## src/rtl/mem_access_unit_pkg.sv

```systemverilog
`default_nettype none
// ============================================================================
// Module   : mem_access_unit_pkg
// Brief    : Shared constants, FSM state type and helpers for the MEM stage
// Revision : 1.0 - initial release
// ============================================================================
package mem_access_unit_pkg;

  // Exception codes. c_exc_none means the instruction carries no fault.
  localparam logic [4:0] c_exc_none = 5'h1f;
  localparam logic [4:0] c_exc_adel = 5'h04;
  localparam logic [4:0] c_exc_ades = 5'h05;
  localparam logic [4:0] c_exc_ov   = 5'h0c;

  // Data bus transfer sizes
  localparam logic [1:0] c_size_byte = 2'd0;
  localparam logic [1:0] c_size_half = 2'd1;
  localparam logic [1:0] c_size_word = 2'd2;

  // Bit positions of the memory operations inside inst_opreat[3:0]
  localparam int c_op_lh = 3;
  localparam int c_op_lw = 2;
  localparam int c_op_sh = 1;
  localparam int c_op_sw = 0;

  typedef enum logic [1:0] {
    S_IDLE = 2'd0,
    S_REQ  = 2'd1,
    S_WAIT = 2'd2,
    S_DONE = 2'd3
  } mem_state_e;

  // A memory access only reaches the bus when the instruction is fault-free.
  function automatic logic is_mem_op(input logic [3:0] mem_bits, input logic [4:0] excep);
    return (|mem_bits) && (excep == c_exc_none);
  endfunction

endpackage
`default_nettype wire

```

## src/rtl/mem_access_unit_if.sv

```systemverilog
`default_nettype none
// ============================================================================
// Module   : mem_access_unit_if
// Brief    : Split address/data handshake data bus (MEM stage <-> memory)
// Revision : 1.0 - initial release
// ============================================================================
interface mem_access_unit_if #(
  parameter int ADDR_W = 32,
  parameter int DATA_W = 32
);
  logic              data_req;
  logic              data_wr;
  logic [1:0]        data_size;
  logic [ADDR_W-1:0] data_addr;
  logic [DATA_W-1:0] data_wdata;
  logic              data_addr_ok;
  logic              data_ok;
  logic [DATA_W-1:0] data_rdata;

  modport master (
    output data_req, data_wr, data_size, data_addr, data_wdata,
    input  data_addr_ok, data_ok, data_rdata
  );

  modport slave (
    input  data_req, data_wr, data_size, data_addr, data_wdata,
    output data_addr_ok, data_ok, data_rdata
  );
endinterface
`default_nettype wire

```

## src/rtl/mem_load_align.sv

```systemverilog
`default_nettype none
// ============================================================================
// Module   : mem_load_align
// Brief    : Selects and extends load data returned by the bus (lh/lw)
// Revision : 1.0 - initial release
// ============================================================================
module mem_load_align (
  input  logic [31:0] rdata,
  input  logic        half_sel,   // address bit 1: upper halfword when set
  input  logic        is_lh,
  input  logic        is_lw,
  output logic [31:0] data
);

  logic [15:0] w_half;

  // Halfword lane select followed by sign extension; words pass unchanged
  always_comb begin
    w_half = half_sel ? rdata[31:16] : rdata[15:0];
    data   = '0;
    if (is_lh) begin
      data = {{16{w_half[15]}}, w_half};
    end else if (is_lw) begin
      data = rdata;
    end
  end

endmodule
`default_nettype wire

```

## src/rtl/mem_access_unit.sv

```systemverilog
`default_nettype none
// ============================================================================
// Module   : mem_access_unit
// Brief    : MEM pipeline stage - EX/MEM register, data bus FSM, load merge
// Revision : 1.0 - initial release
// ============================================================================
module mem_access_unit
  import mem_access_unit_pkg::*;
#(
  parameter int ADDR_W = 32,
  parameter int DATA_W = 32
) (
  input  logic              clk,
  input  logic              reset,
  input  logic              ex_valid,
  input  logic [9:0]        ex_inst_opreat,
  input  logic [4:0]        ex_wr_addr,
  input  logic              ex_wr_en,
  input  logic [DATA_W-1:0] ex_wr_data,
  input  logic              ex_hi_we,
  input  logic              ex_lo_we,
  input  logic [DATA_W-1:0] ex_hi,
  input  logic [DATA_W-1:0] ex_lo,
  input  logic [DATA_W-1:0] ex_reg_t,
  input  logic [ADDR_W-1:0] ex_mem_addr,
  input  logic [4:0]        ex_excep_code,
  input  logic [31:0]       ex_pc,
  output logic              ms_allowin,
  output logic              is_busbusy,
  input  logic              ws_allowin,
  output logic              ms_valid,
  output logic [9:0]        ms_inst_opreat,
  output logic [4:0]        ms_wr_addr,
  output logic              ms_wr_en,
  output logic [DATA_W-1:0] ms_wr_data,
  output logic              ms_hi_we,
  output logic              ms_lo_we,
  output logic [DATA_W-1:0] ms_hi,
  output logic [DATA_W-1:0] ms_lo,
  output logic [4:0]        ms_excep_code,
  output logic [31:0]       ms_pc,
  output logic              chk_wr_en,
  output logic [4:0]        chk_wr_addr,
  output logic [DATA_W-1:0] chk_wr_data,
  output logic              chk_data_ok,
  mem_access_unit_if.master bus
);

  mem_state_e        r_state, w_state_nxt;
  logic              r_valid;
  logic [9:0]        r_opreat;
  logic [4:0]        r_wr_addr;
  logic              r_wr_en;
  logic [DATA_W-1:0] r_wr_data;
  logic              r_hi_we, r_lo_we;
  logic [DATA_W-1:0] r_hi, r_lo, r_reg_t;
  logic [ADDR_W-1:0] r_mem_addr;
  logic [4:0]        r_excep;
  logic [31:0]       r_pc;

  logic              w_capture, w_ex_mem, w_enter_done, w_holds, w_pending;
  logic              w_is_lh, w_is_lw, w_is_sh, w_is_sw, w_is_load;
  logic              w_req, w_wr;
  logic [1:0]        w_size;
  logic [ADDR_W-1:0] w_addr;
  logic [DATA_W-1:0] w_wdata;
  logic [31:0]       w_load_data;

  assign ms_allowin = (r_state == S_IDLE) & (~r_valid | ws_allowin);
  assign is_busbusy = ~ms_allowin;
  assign w_capture  = ex_valid & ms_allowin;
  assign w_ex_mem   = is_mem_op(ex_inst_opreat[3:0], ex_excep_code);

  assign w_is_lh   = r_opreat[c_op_lh];
  assign w_is_lw   = r_opreat[c_op_lw];
  assign w_is_sh   = r_opreat[c_op_sh];
  assign w_is_sw   = r_opreat[c_op_sw];
  assign w_is_load = w_is_lh | w_is_lw;

  // Same-cycle addr_ok + data_ok in REQ completes the access directly
  assign w_enter_done = ((r_state == S_REQ) & bus.data_addr_ok & bus.data_ok) |
                        ((r_state == S_WAIT) & bus.data_ok);
  assign w_pending    = (r_state == S_REQ) | (r_state == S_WAIT);
  assign w_holds      = (r_state != S_IDLE) | r_valid;

  mem_load_align u_load_align (
    .rdata    (bus.data_rdata),
    .half_sel (r_mem_addr[1]),
    .is_lh    (w_is_lh),
    .is_lw    (w_is_lw),
    .data     (w_load_data)
  );

  // FSM state register
  always_ff @(posedge clk or negedge reset) begin
    if (!reset) begin
      r_state <= S_IDLE;
    end else begin
      r_state <= w_state_nxt;
    end
  end

  // FSM next state and bus drive; bus fields are only non-zero during REQ
  always_comb begin
    w_state_nxt = r_state;
    w_req       = 1'b0;
    w_wr        = 1'b0;
    w_size      = c_size_byte;
    w_addr      = '0;
    w_wdata     = '0;
    case (r_state)
      S_IDLE: begin
        if (w_capture && w_ex_mem) w_state_nxt = S_REQ;
      end
      S_REQ: begin
        w_req   = 1'b1;
        w_wr    = w_is_sh | w_is_sw;
        w_size  = (w_is_lh | w_is_sh) ? c_size_half : c_size_word;
        w_addr  = r_mem_addr;
        w_wdata = w_is_sh ? {2{r_reg_t[15:0]}} : r_reg_t;
        if (bus.data_addr_ok) w_state_nxt = bus.data_ok ? S_DONE : S_WAIT;
      end
      S_WAIT: begin
        if (bus.data_ok) w_state_nxt = S_DONE;
      end
      S_DONE: begin
        if (ws_allowin) w_state_nxt = S_IDLE;
      end
      default: w_state_nxt = S_IDLE;
    endcase
  end

  assign bus.data_req   = w_req;
  assign bus.data_wr    = w_wr;
  assign bus.data_size  = w_size;
  assign bus.data_addr  = w_addr;
  assign bus.data_wdata = w_wdata;

  // Output valid: set by a non-memory capture or bus completion, cleared on WB accept
  always_ff @(posedge clk or negedge reset) begin
    if (!reset) begin
      r_valid <= 1'b0;
    end else if (w_capture) begin
      r_valid <= ~w_ex_mem;
    end else if (w_enter_done) begin
      r_valid <= 1'b1;
    end else if (ws_allowin) begin
      r_valid <= 1'b0;
    end
  end

  // EX/MEM pipeline register; load data replaces the write value on completion
  always_ff @(posedge clk or negedge reset) begin
    if (!reset) begin
      r_opreat   <= '0;
      r_wr_addr  <= '0;
      r_wr_en    <= 1'b0;
      r_wr_data  <= '0;
      r_hi_we    <= 1'b0;
      r_lo_we    <= 1'b0;
      r_hi       <= '0;
      r_lo       <= '0;
      r_reg_t    <= '0;
      r_mem_addr <= '0;
      r_excep    <= c_exc_none;
      r_pc       <= '0;
    end else if (w_capture) begin
      r_opreat   <= ex_inst_opreat;
      r_wr_addr  <= ex_wr_addr;
      r_wr_en    <= ex_wr_en;
      r_wr_data  <= ex_wr_data;
      r_hi_we    <= ex_hi_we;
      r_lo_we    <= ex_lo_we;
      r_hi       <= ex_hi;
      r_lo       <= ex_lo;
      r_reg_t    <= ex_reg_t;
      r_mem_addr <= ex_mem_addr;
      r_excep    <= ex_excep_code;
      r_pc       <= ex_pc;
    end else if (w_enter_done && w_is_load) begin
      r_wr_data  <= w_load_data;
    end
  end

  assign ms_valid       = r_valid;
  assign ms_inst_opreat = r_opreat;
  assign ms_wr_addr     = r_wr_addr;
  assign ms_wr_en       = r_wr_en;
  assign ms_wr_data     = r_wr_data;
  assign ms_hi_we       = r_hi_we;
  assign ms_lo_we       = r_lo_we;
  assign ms_hi          = r_hi;
  assign ms_lo          = r_lo;
  assign ms_excep_code  = r_excep;
  assign ms_pc          = r_pc;

  // Forwarding view: present while the stage owns an instruction; load data not yet usable
  assign chk_wr_en   = w_holds & r_wr_en;
  assign chk_wr_addr = w_holds ? r_wr_addr : 5'd0;
  assign chk_wr_data = w_holds ? r_wr_data : '0;
  assign chk_data_ok = w_holds & ~(w_pending & w_is_load);

endmodule
`default_nettype wire

```

## src/flat_wrapper.sv

```systemverilog
// flat-port wrapper written by rule: the top's interface ports become plain ports
module mem_access_unit_flat import mem_access_unit_pkg::*;
#(
  parameter int ADDR_W = 32,
  parameter int DATA_W = 32
)
  (clk, reset, ex_valid, ex_inst_opreat, ex_wr_addr, ex_wr_en, ex_wr_data, ex_hi_we, ex_lo_we, ex_hi, ex_lo, ex_reg_t, ex_mem_addr, ex_excep_code, ex_pc, ms_allowin, is_busbusy, ws_allowin, ms_valid, ms_inst_opreat, ms_wr_addr, ms_wr_en, ms_wr_data, ms_hi_we, ms_lo_we, ms_hi, ms_lo, ms_excep_code, ms_pc, chk_wr_en, chk_wr_addr, chk_wr_data, chk_data_ok, bus_data_req, bus_data_wr, bus_data_size, bus_data_addr, bus_data_wdata, bus_data_addr_ok, bus_data_ok, bus_data_rdata);
  mem_access_unit_if #(.ADDR_W(ADDR_W), .DATA_W(DATA_W)) bus_i ();
  input  logic clk;
  input  logic reset;
  input  logic ex_valid;
  input  logic [9:0] ex_inst_opreat;
  input  logic [4:0] ex_wr_addr;
  input  logic ex_wr_en;
  input  logic [DATA_W-1:0] ex_wr_data;
  input  logic ex_hi_we;
  input  logic ex_lo_we;
  input  logic [DATA_W-1:0] ex_hi;
  input  logic [DATA_W-1:0] ex_lo;
  input  logic [DATA_W-1:0] ex_reg_t;
  input  logic [ADDR_W-1:0] ex_mem_addr;
  input  logic [4:0] ex_excep_code;
  input  logic [31:0] ex_pc;
  output logic ms_allowin;
  output logic is_busbusy;
  input  logic ws_allowin;
  output logic ms_valid;
  output logic [9:0] ms_inst_opreat;
  output logic [4:0] ms_wr_addr;
  output logic ms_wr_en;
  output logic [DATA_W-1:0] ms_wr_data;
  output logic ms_hi_we;
  output logic ms_lo_we;
  output logic [DATA_W-1:0] ms_hi;
  output logic [DATA_W-1:0] ms_lo;
  output logic [4:0] ms_excep_code;
  output logic [31:0] ms_pc;
  output logic chk_wr_en;
  output logic [4:0] chk_wr_addr;
  output logic [DATA_W-1:0] chk_wr_data;
  output logic chk_data_ok;
  output wire logic [$bits(bus_i.data_req)-1:0] bus_data_req;
  output wire logic [$bits(bus_i.data_wr)-1:0] bus_data_wr;
  output wire logic [$bits(bus_i.data_size)-1:0] bus_data_size;
  output wire logic [$bits(bus_i.data_addr)-1:0] bus_data_addr;
  output wire logic [$bits(bus_i.data_wdata)-1:0] bus_data_wdata;
  input wire logic [$bits(bus_i.data_addr_ok)-1:0] bus_data_addr_ok;
  input wire logic [$bits(bus_i.data_ok)-1:0] bus_data_ok;
  input wire logic [$bits(bus_i.data_rdata)-1:0] bus_data_rdata;
  assign bus_data_req = bus_i.data_req;
  assign bus_data_wr = bus_i.data_wr;
  assign bus_data_size = bus_i.data_size;
  assign bus_data_addr = bus_i.data_addr;
  assign bus_data_wdata = bus_i.data_wdata;
  assign bus_i.data_addr_ok = bus_data_addr_ok;
  assign bus_i.data_ok = bus_data_ok;
  assign bus_i.data_rdata = bus_data_rdata;
  mem_access_unit #(.ADDR_W(ADDR_W), .DATA_W(DATA_W)) u_core (.clk(clk), .reset(reset), .ex_valid(ex_valid), .ex_inst_opreat(ex_inst_opreat), .ex_wr_addr(ex_wr_addr), .ex_wr_en(ex_wr_en), .ex_wr_data(ex_wr_data), .ex_hi_we(ex_hi_we), .ex_lo_we(ex_lo_we), .ex_hi(ex_hi), .ex_lo(ex_lo), .ex_reg_t(ex_reg_t), .ex_mem_addr(ex_mem_addr), .ex_excep_code(ex_excep_code), .ex_pc(ex_pc), .ms_allowin(ms_allowin), .is_busbusy(is_busbusy), .ws_allowin(ws_allowin), .ms_valid(ms_valid), .ms_inst_opreat(ms_inst_opreat), .ms_wr_addr(ms_wr_addr), .ms_wr_en(ms_wr_en), .ms_wr_data(ms_wr_data), .ms_hi_we(ms_hi_we), .ms_lo_we(ms_lo_we), .ms_hi(ms_hi), .ms_lo(ms_lo), .ms_excep_code(ms_excep_code), .ms_pc(ms_pc), .chk_wr_en(chk_wr_en), .chk_wr_addr(chk_wr_addr), .chk_wr_data(chk_wr_data), .chk_data_ok(chk_data_ok), .bus(bus_i));
endmodule
```

## config.mk

```make
export PLATFORM = sky130hd
export DESIGN_NAME = mem_access_unit_flat
export DESIGN_NICKNAME = d
export VERILOG_FILES = /design/src/rtl/mem_access_unit_pkg.sv /design/src/rtl/mem_access_unit_if.sv /design/src/rtl/mem_load_align.sv /design/src/rtl/mem_access_unit.sv /design/src/flat_wrapper.sv
export SDC_FILE = /design/constraint.sdc
export NUM_CORES = 1
export LEC_CHECK = 0
export ABC_AREA = 1
export ABC_CLOCK_PERIOD_IN_PS = 2700
export CORE_AREA = 2 2 199 201
export CTS_BUF_LIST = sky130_fd_sc_hd__clkbuf_4
export DETAILED_ROUTE_END_ITERATION = 8
export DIE_AREA = 0 0 201 203
export GPL_TIMING_DRIVEN = 0
export HOLD_SLACK_MARGIN = 0.08
export PLACE_DENSITY_LB_ADDON = 0.1
export SYNTH_ARGS = -nofsm -noshare
export SYNTH_HDL_FRONTEND = slang
export SYNTH_SLANG_ARGS = --single-unit
```

## constraint.sdc

```tcl
create_clock -name clk -period 2.7 [get_ports clk]
set_input_delay 0.54 -clock clk [delete_from_list [all_inputs] [get_ports clk]]
set_output_delay 0.54 -clock clk [all_outputs]
set_load 0.01 [all_outputs]
```

==> results of run 1 <==
## layout by cell type, fill, tap and decap left out, types with 6 or more instances in the layout
master           instances
buf_2                   94
buf_4                   19
buf_6                   72
buf_8                   15
clkbuf_1                 7
clkbuf_16                6
clkbuf_4               105
clkdlybuf4s50_1        403
clkinv_1                 7
dfrtp_1                213
inv_1                   74
inv_2                   28
nand2_1                634
nand2_2                 24
nand2_4                  7
nand3_1                 55
nand3_2                 11
nor2_1                  54
nor2_2                  12
nor2_4                  13
o211ai_2                11
o21ai_0                 17
o21ai_2                 23
or2_2                   13
## Yosys cell counts (3+ instances only)
master / n / share of area
o211ai_1: 5 / 0.0037
dfrtp_1: 213 / 0.53
o211ai_2: 11 / 0.014
buf_4: 3 / 0.0022
buf_2: 49 / 0.024
o21ai_0: 31 / 0.015
o21ai_2: 10 / 0.0087
nor2_1: 78 / 0.029
clkbuf_1: 18 / 0.0067
a21oi_1: 5 / 0.0025
nand3_1: 55 / 0.027
nand3_2: 11 / 0.011
or2_2: 13 / 0.0081
dfstp_2: 5 / 0.013
ha_1: 5 / 0.0062
nand2_1: 662 / 0.25
inv_1: 99 / 0.037
## state kept, by name, summed over array words and instances (netlist names)
| signal | cells |
|---|---|
| u_core.ms_excep_code | 5 |
| u_core.ms_hi | 32 |
| u_core.ms_hi_we | 1 |
| u_core.ms_inst_opreat | 10 |
| u_core.ms_lo | 32 |
| u_core.ms_lo_we | 1 |
| u_core.ms_pc | 32 |
| u_core.ms_valid | 1 |
| u_core.ms_wr_addr | 5 |
| u_core.ms_wr_data | 32 |
| u_core.ms_wr_en | 1 |
| u_core.r_mem_addr | 32 |
| u_core.r_reg_t | 32 |
| u_core.r_state | 2 |
## worst max-delay path, cell delays in order (launching register included)
cell and delay, ns:
dfrtp_1 0.41, buf_6 0.14, ha_4 0.17, clkbuf_16 0.16, buf_8 0.13, clkbuf_16 0.15
buf_6 0.11, nand2_2 0.05, inv_2 0.04, buf_6 0.11
## metrics by stage
stage               setup TNS, ns  hold slack (ns)  worst slack [ns]  area [um2]   util
global placement         -2054.38            0.455             -9.40       15800  0.412
global route                -2.43            0.245            -0.125       17600  0.458
detailed placement         -32.46            0.427            -0.703       15900  0.413
finish                    -0.0487            0.277           -0.0283       17600  0.458
floorplan                       0            0.244             0.597       10100      -
CTS                         -5.13            0.202            -0.156       17500  0.455
## per-layer routing
metal  track usage  up-vias
li1              -     5199
met1         0.240     4980
met2         0.381      429
met3        0.0872       63
met4        0.0934        0
met5             0        -
## kinds of logic after synthesis
group                      synth area share
buffers and inverters                0.0766
adders and majority gates           0.00622
and+or+nand+nor                       0.328
AOI/OAI and AO/OA                    0.0460
DFF                                   0.543
## power by group through the flow
stage	combinational [W]	sequential, W	clock (W)
3_5_place_dp	0.0104	0.00586	0
4_1_cts	0.0117	0.00590	0.00364
6_report	0.0116	0.00594	0.00350
3_3_place_gp	0.0103	0.00584	0
2_1_floorplan	0.00422	0.00621	0
5_1_grt	0.0127	0.00614	0.00383
## layout make-up
cell class / instances / area (um2) / area share
diodes: 5 / 12.5 / 0.000710
plain buffers: 72 / 556 / 0.0315
clock buffers: 104 / 781 / 0.0443
clock inverters: 11 / 93.8 / 0.00533
inverters: 102 / 390 / 0.0222
multi-input cells: 897 / 4130 / 0.235
flip-flops and latches: 218 / 5460 / 0.310
well taps: 518 / 648 / 0.0368
repair buffers: 562 / 5540 / 0.315
## repair_timing
item | in CTS | in global routing
hold buffers | 1 | 0
buffers inserted | 41 | 7
pin swaps | 4 | 9
hold endpoints to repair | 111 | 0
cloned | 8 | 0
endpoints found under the setup margin | 109 | 94
gates resized for setup | 627 | 90
## path summary, 6_finish.rpt
| check | from | end | slack [ns] | cells past startpoint |
|---|---|---|---|---|
| worst max-delay path | u_core.r_state[0]$_DFFE_PN0P_ | bus_data_wdata[14] | -0.03 | 9 |
| worst min-delay path | reset | u_core.r_reg_t[10]$_DFFE_PN0P_ | 0.28 | 2 |
| worst max register to register | u_core.r_state[0]$_DFFE_PN0P_ | u_core.r_reg_t[12]$_DFFE_PN0P_ | 0.69 | 8 |
| worst min register to register | u_core.ms_excep_code[3]$_DFFE_PN1P_ | u_core.ms_excep_code[3]$_DFFE_PN1P_ | 0.46 | 2 |
| max in group asynchronous | reset | u_core.ms_pc[10]$_DFFE_PN0P_ | 1.16 | 4 |
| min in group clk | ex_pc[19] | u_core.ms_pc[19]$_DFFE_PN0P_ | 0.35 | 3 |
==> impl_metrics.ini, run 1 <==
[status]
outcome = complete, but fails checks
failed_checks = negative setup slack

[power]
power_density_nw_per_um2 = 1200
power.total_w = 0.0211
p_int_w = 0.0125
clkPwrFrac = 0.166
peakVddDrop_mv = 0.453
seqPwrFrac = 0.282
netSwitchingPower_w = 0.00855
pwr-share-comb = 0.552
leakagePower_nw = 9.03
p_sw_frac = 0.406

[critical_path]
end_kind = output port
start_kind = flip-flop
worstPathRequired_ns = 2.16
path_class = flip-flop to output port
cp_max_fo = 5
worst_ep_arrival_time_ns = 2.19

[die]
fp.dieH_um = 203
core_um2 = 38500
pin_count = 514
fp.dieW_um = 201
fp-row-count = 72
die_area_um2 = 40800
floorplan.initialDensity = 0.261

[placed_design]
dp.cells = 2324
portBuffers = 513
dp.final_hpwl_um = 33400
gp_congestion = 0.846

[clocking]
root_buffer = clkbuf_4
cts_buffers = 69
htreeDepth = 3
clock-sinks = 218
clkTransAtPathRegs_ns = 0.06
cts_buffer_depth = 3
cts_tree = done
clkLatencyLatePin_ns = 0.72

[logic_synthesis]
synth_seq_cells = 218
syn_avg_cell_area_um2 = 7.79
synth_area_um2 = 10100
synth_edf_count = 0
synth_flop_cell = dfrtp_1
syn_nets = 1549
yosysUniqueCellTypes = 30
ys_seq_area_frac = 0.543
async_reset_ff_frac = 1.00
syn_inst = 1291
yosys_warnings = 0

[timing]
rsz0062_at_grt = true
period_minus_slack_ns = 2.73
tightestPinTransition_ns = 0.578
finalSetupViolCount = 2
fin_skew_ns = 0.0219
timing.final.hold_violations = 0
period_share = 1.01
timing.slew.headroom = 0.615
max_freq_mhz = 367
final_max_slew_viol_count = 0
fin_ws_ns = -0.0283

[grt]
grt_max_degree = 102
antenna_found_initial = 6
grt_pass1_wl_um = 67800
grt_pass1_vias = 11077
grt.total_usage = 0.220
overflow = 0

[detailed_routing]
drc = 0
wl_met3_um = 4290
highest_layer = met4
ant_nets = 0
drt-met1-wl_um = 17500
drtIter0Drc = 416
wl_um = 45400
viasPerCell = 4.29
vias = 10671
dr_wl_met2_um = 22400
post_drt_wl_per_cell_um = 18.2
first_pass_iters = 5

[finish]
fill_cells = 3934
syn_to_final_growth_pct = 75.2
drive_above_1_share = 0.242
fin_cells = 2489
num-nets-final = 2180

[min_path]
hp-class = primary input to async pin

[job]
max_cap_viol_count = 0
Note: power is estimated with default switching activity, not from simulation.
==> run 2: changes to the inputs <==
--- a/config.mk
+++ b/config.mk
@@ -13,7 +13,6 @@
 export DIE_AREA = 0 0 201 203
 export GPL_TIMING_DRIVEN = 0
 export HOLD_SLACK_MARGIN = 0.08
-export PLACE_DENSITY_LB_ADDON = 0.1
 export SYNTH_ARGS = -nofsm -noshare
 export SYNTH_HDL_FRONTEND = slang
 export SYNTH_SLANG_ARGS = --single-unit
==> impl_metrics.ini, run 2 (synthesized netlist as in run 1, its figures left out) <==
[status]
outcome = finished clean

[placed_design]
dpl_worst_slack_ns = -0.753
gp_congestion = 0.945
dp.final_hpwl_um = 33200
portBuffers = 513

[detailed_routing]
ant_nets = 0
drtIter0Drc = 468
first_pass_iters = 5
viasPerCell = 4.42
vias = 10941
wl_um = 44900
drc = 0
post_drt_wl_per_cell_um = 18.1

[grt]
antenna_found_initial = 5
overflow = 0
grt_pass1_wl_um = 67700
grtUsageMet1 = 0.233
grt_use_met2 = 0.385
grt_max_degree = 108
grt.busiest_layer = met2
grt.total_usage = 0.217
grt_pass1_vias = 11519
use_met3 = 0.0708

[finish]
final_cell_mix = 649 x nand2_1, 403 x clkdlybuf4s50_1, 211 x dfrtp_1
syn_to_final_growth_pct = 72.5
fill_cells = 3867
num-nets-final = 2173
drive_above_1_share = 0.220
final_common_cell = nand2_1

[clocking]
cts_tree = done
clkTransAtPathRegs_ns = 0.07
root_buffer = clkbuf_4
cts_buffer_depth = 3
htreeDepth = 3
cts_buffers = 67
clock-sinks = 218
clkLatencyLatePin_ns = 0.72

[critical_path]
path_class = flip-flop to output port
start_kind = flip-flop
cp_max_fo = 5
end_kind = output port
worst_ep_arrival_time_ns = 2.15
worstPathRequired_ns = 2.16

[timing]
timing.final.hold_violations = 0
whs_ns = 0.317
fin_ws_ns = 0.0125
max_freq_mhz = 372
tightestPinTransition_ns = 0.617
timing.slew.headroom = 0.589
setup_tns_ns = 0
rsz0062_at_grt = true
period_minus_slack_ns = 2.69
period_share = 0.995
final_max_slew_viol_count = 0
fin_skew_ns = 0.0316
finalSetupViolCount = 0

[min_path]
hp-class = primary input to async pin

[power]
leakagePower_nw = 8.95
peakVddDrop_mv = 0.515
power_density_nw_per_um2 = 1200

[die]
core_um2 = 38500
fp.dieH_um = 203
fp.dieW_um = 201
floorplan.initialDensity = 0.261
fp-row-count = 72
die_area_um2 = 40800
pin_count = 514

[job]
max_cap_viol_count = 0
-- run 2: per-stage QoR --
| step | std cells | area, um2 | util | total power (W) |
|---|---|---|---|---|
| after detailed placement | 2324 | 15900 | 0.413 | 0.0163 |
| after global placement | 2322 | 15800 | 0.412 | 0.0161 |
| after floorplan | 1291 | 10100 | - | 0.0104 |
| after global routing | 2472 | 17300 | 0.451 | 0.0222 |
| after CTS | 2467 | 17200 | 0.448 | 0.0208 |
| final | 2473 | 17300 | 0.451 | 0.0207 |
-- run 2: worst max-delay path: stages, from the launching register on --
cell and delay [ns]:
dfrtp_2 0.45, inv_4 0.08, ha_4 0.14, inv_4 0.04, nor2_4 0.12, buf_8 0.13
buf_6 0.12, buf_12 0.11, buf_6 0.10, nor2_4 0.03, buf_6 0.11
-- run 2: final cells by class --
type	count	area (um2)	share of cell area
inverters	102	393	0.0227
clock inverters	10	90.1	0.00519
multi-input cells	897	4060	0.234
plain buffers	74	612	0.0353
repair buffers	555	5350	0.308
diodes	3	7.51	0.000433
well taps	518	648	0.0374
flip-flops and latches	218	5460	0.315
clock buffers	96	721	0.0416
-- run 2: layer usage --
layer | routed length (um) | vias up
met5 | 0 | -
met4 | 1690 | 0
met3 | 3870 | 87
met2 | 22500 | 526
met1 | 16900 | 5140
li1 | - | 5188
-- run 2: path summary, 6_finish.rpt --
path                            cells past startpoint  slack (ns)                             endpoint                           startpoint
worst max-delay path                               10        0.01                       chk_wr_addr[0]        u_core.r_state[0]$_DFFE_PN0P_
worst min-delay path                                2        0.32          u_core.ms_lo[1]$_DFFE_PN0P_                                reset
worst max register to register                     14        0.70     u_core.ms_wr_data[7]$_DFFE_PN0P_        u_core.r_state[0]$_DFFE_PN0P_
worst min register to register                      2        0.47  u_core.ms_excep_code[3]$_DFFE_PN1P_  u_core.ms_excep_code[3]$_DFFE_PN1P_
max in group asynchronous                           3        1.51    u_core.r_mem_addr[14]$_DFFE_PN0P_                                reset
min in group clk                                    3        0.36        u_core.r_reg_t[9]$_DFFE_PN0P_                          ex_reg_t[9]
-- run 2: timing repair --
action / in CTS / in global routing
endpoints found under the setup margin: 109 / 97
cloned: 9 / 1
hold buffers: 1 / 0
pin swaps: 2 / 3
buffers inserted: 28 / 7
gates resized for setup: 592 / 36
endpoints found under the hold margin: 151 / 0
-- run 2: report_power, final --
group	leakage, nW	switching [W]	internal [W]	total [W]
combinational	5.77	0.00590	0.00558	0.0115
sequential	2.69	0.00107	0.00488	0.00595
clock	0.491	0.00150	0.00180	0.00330
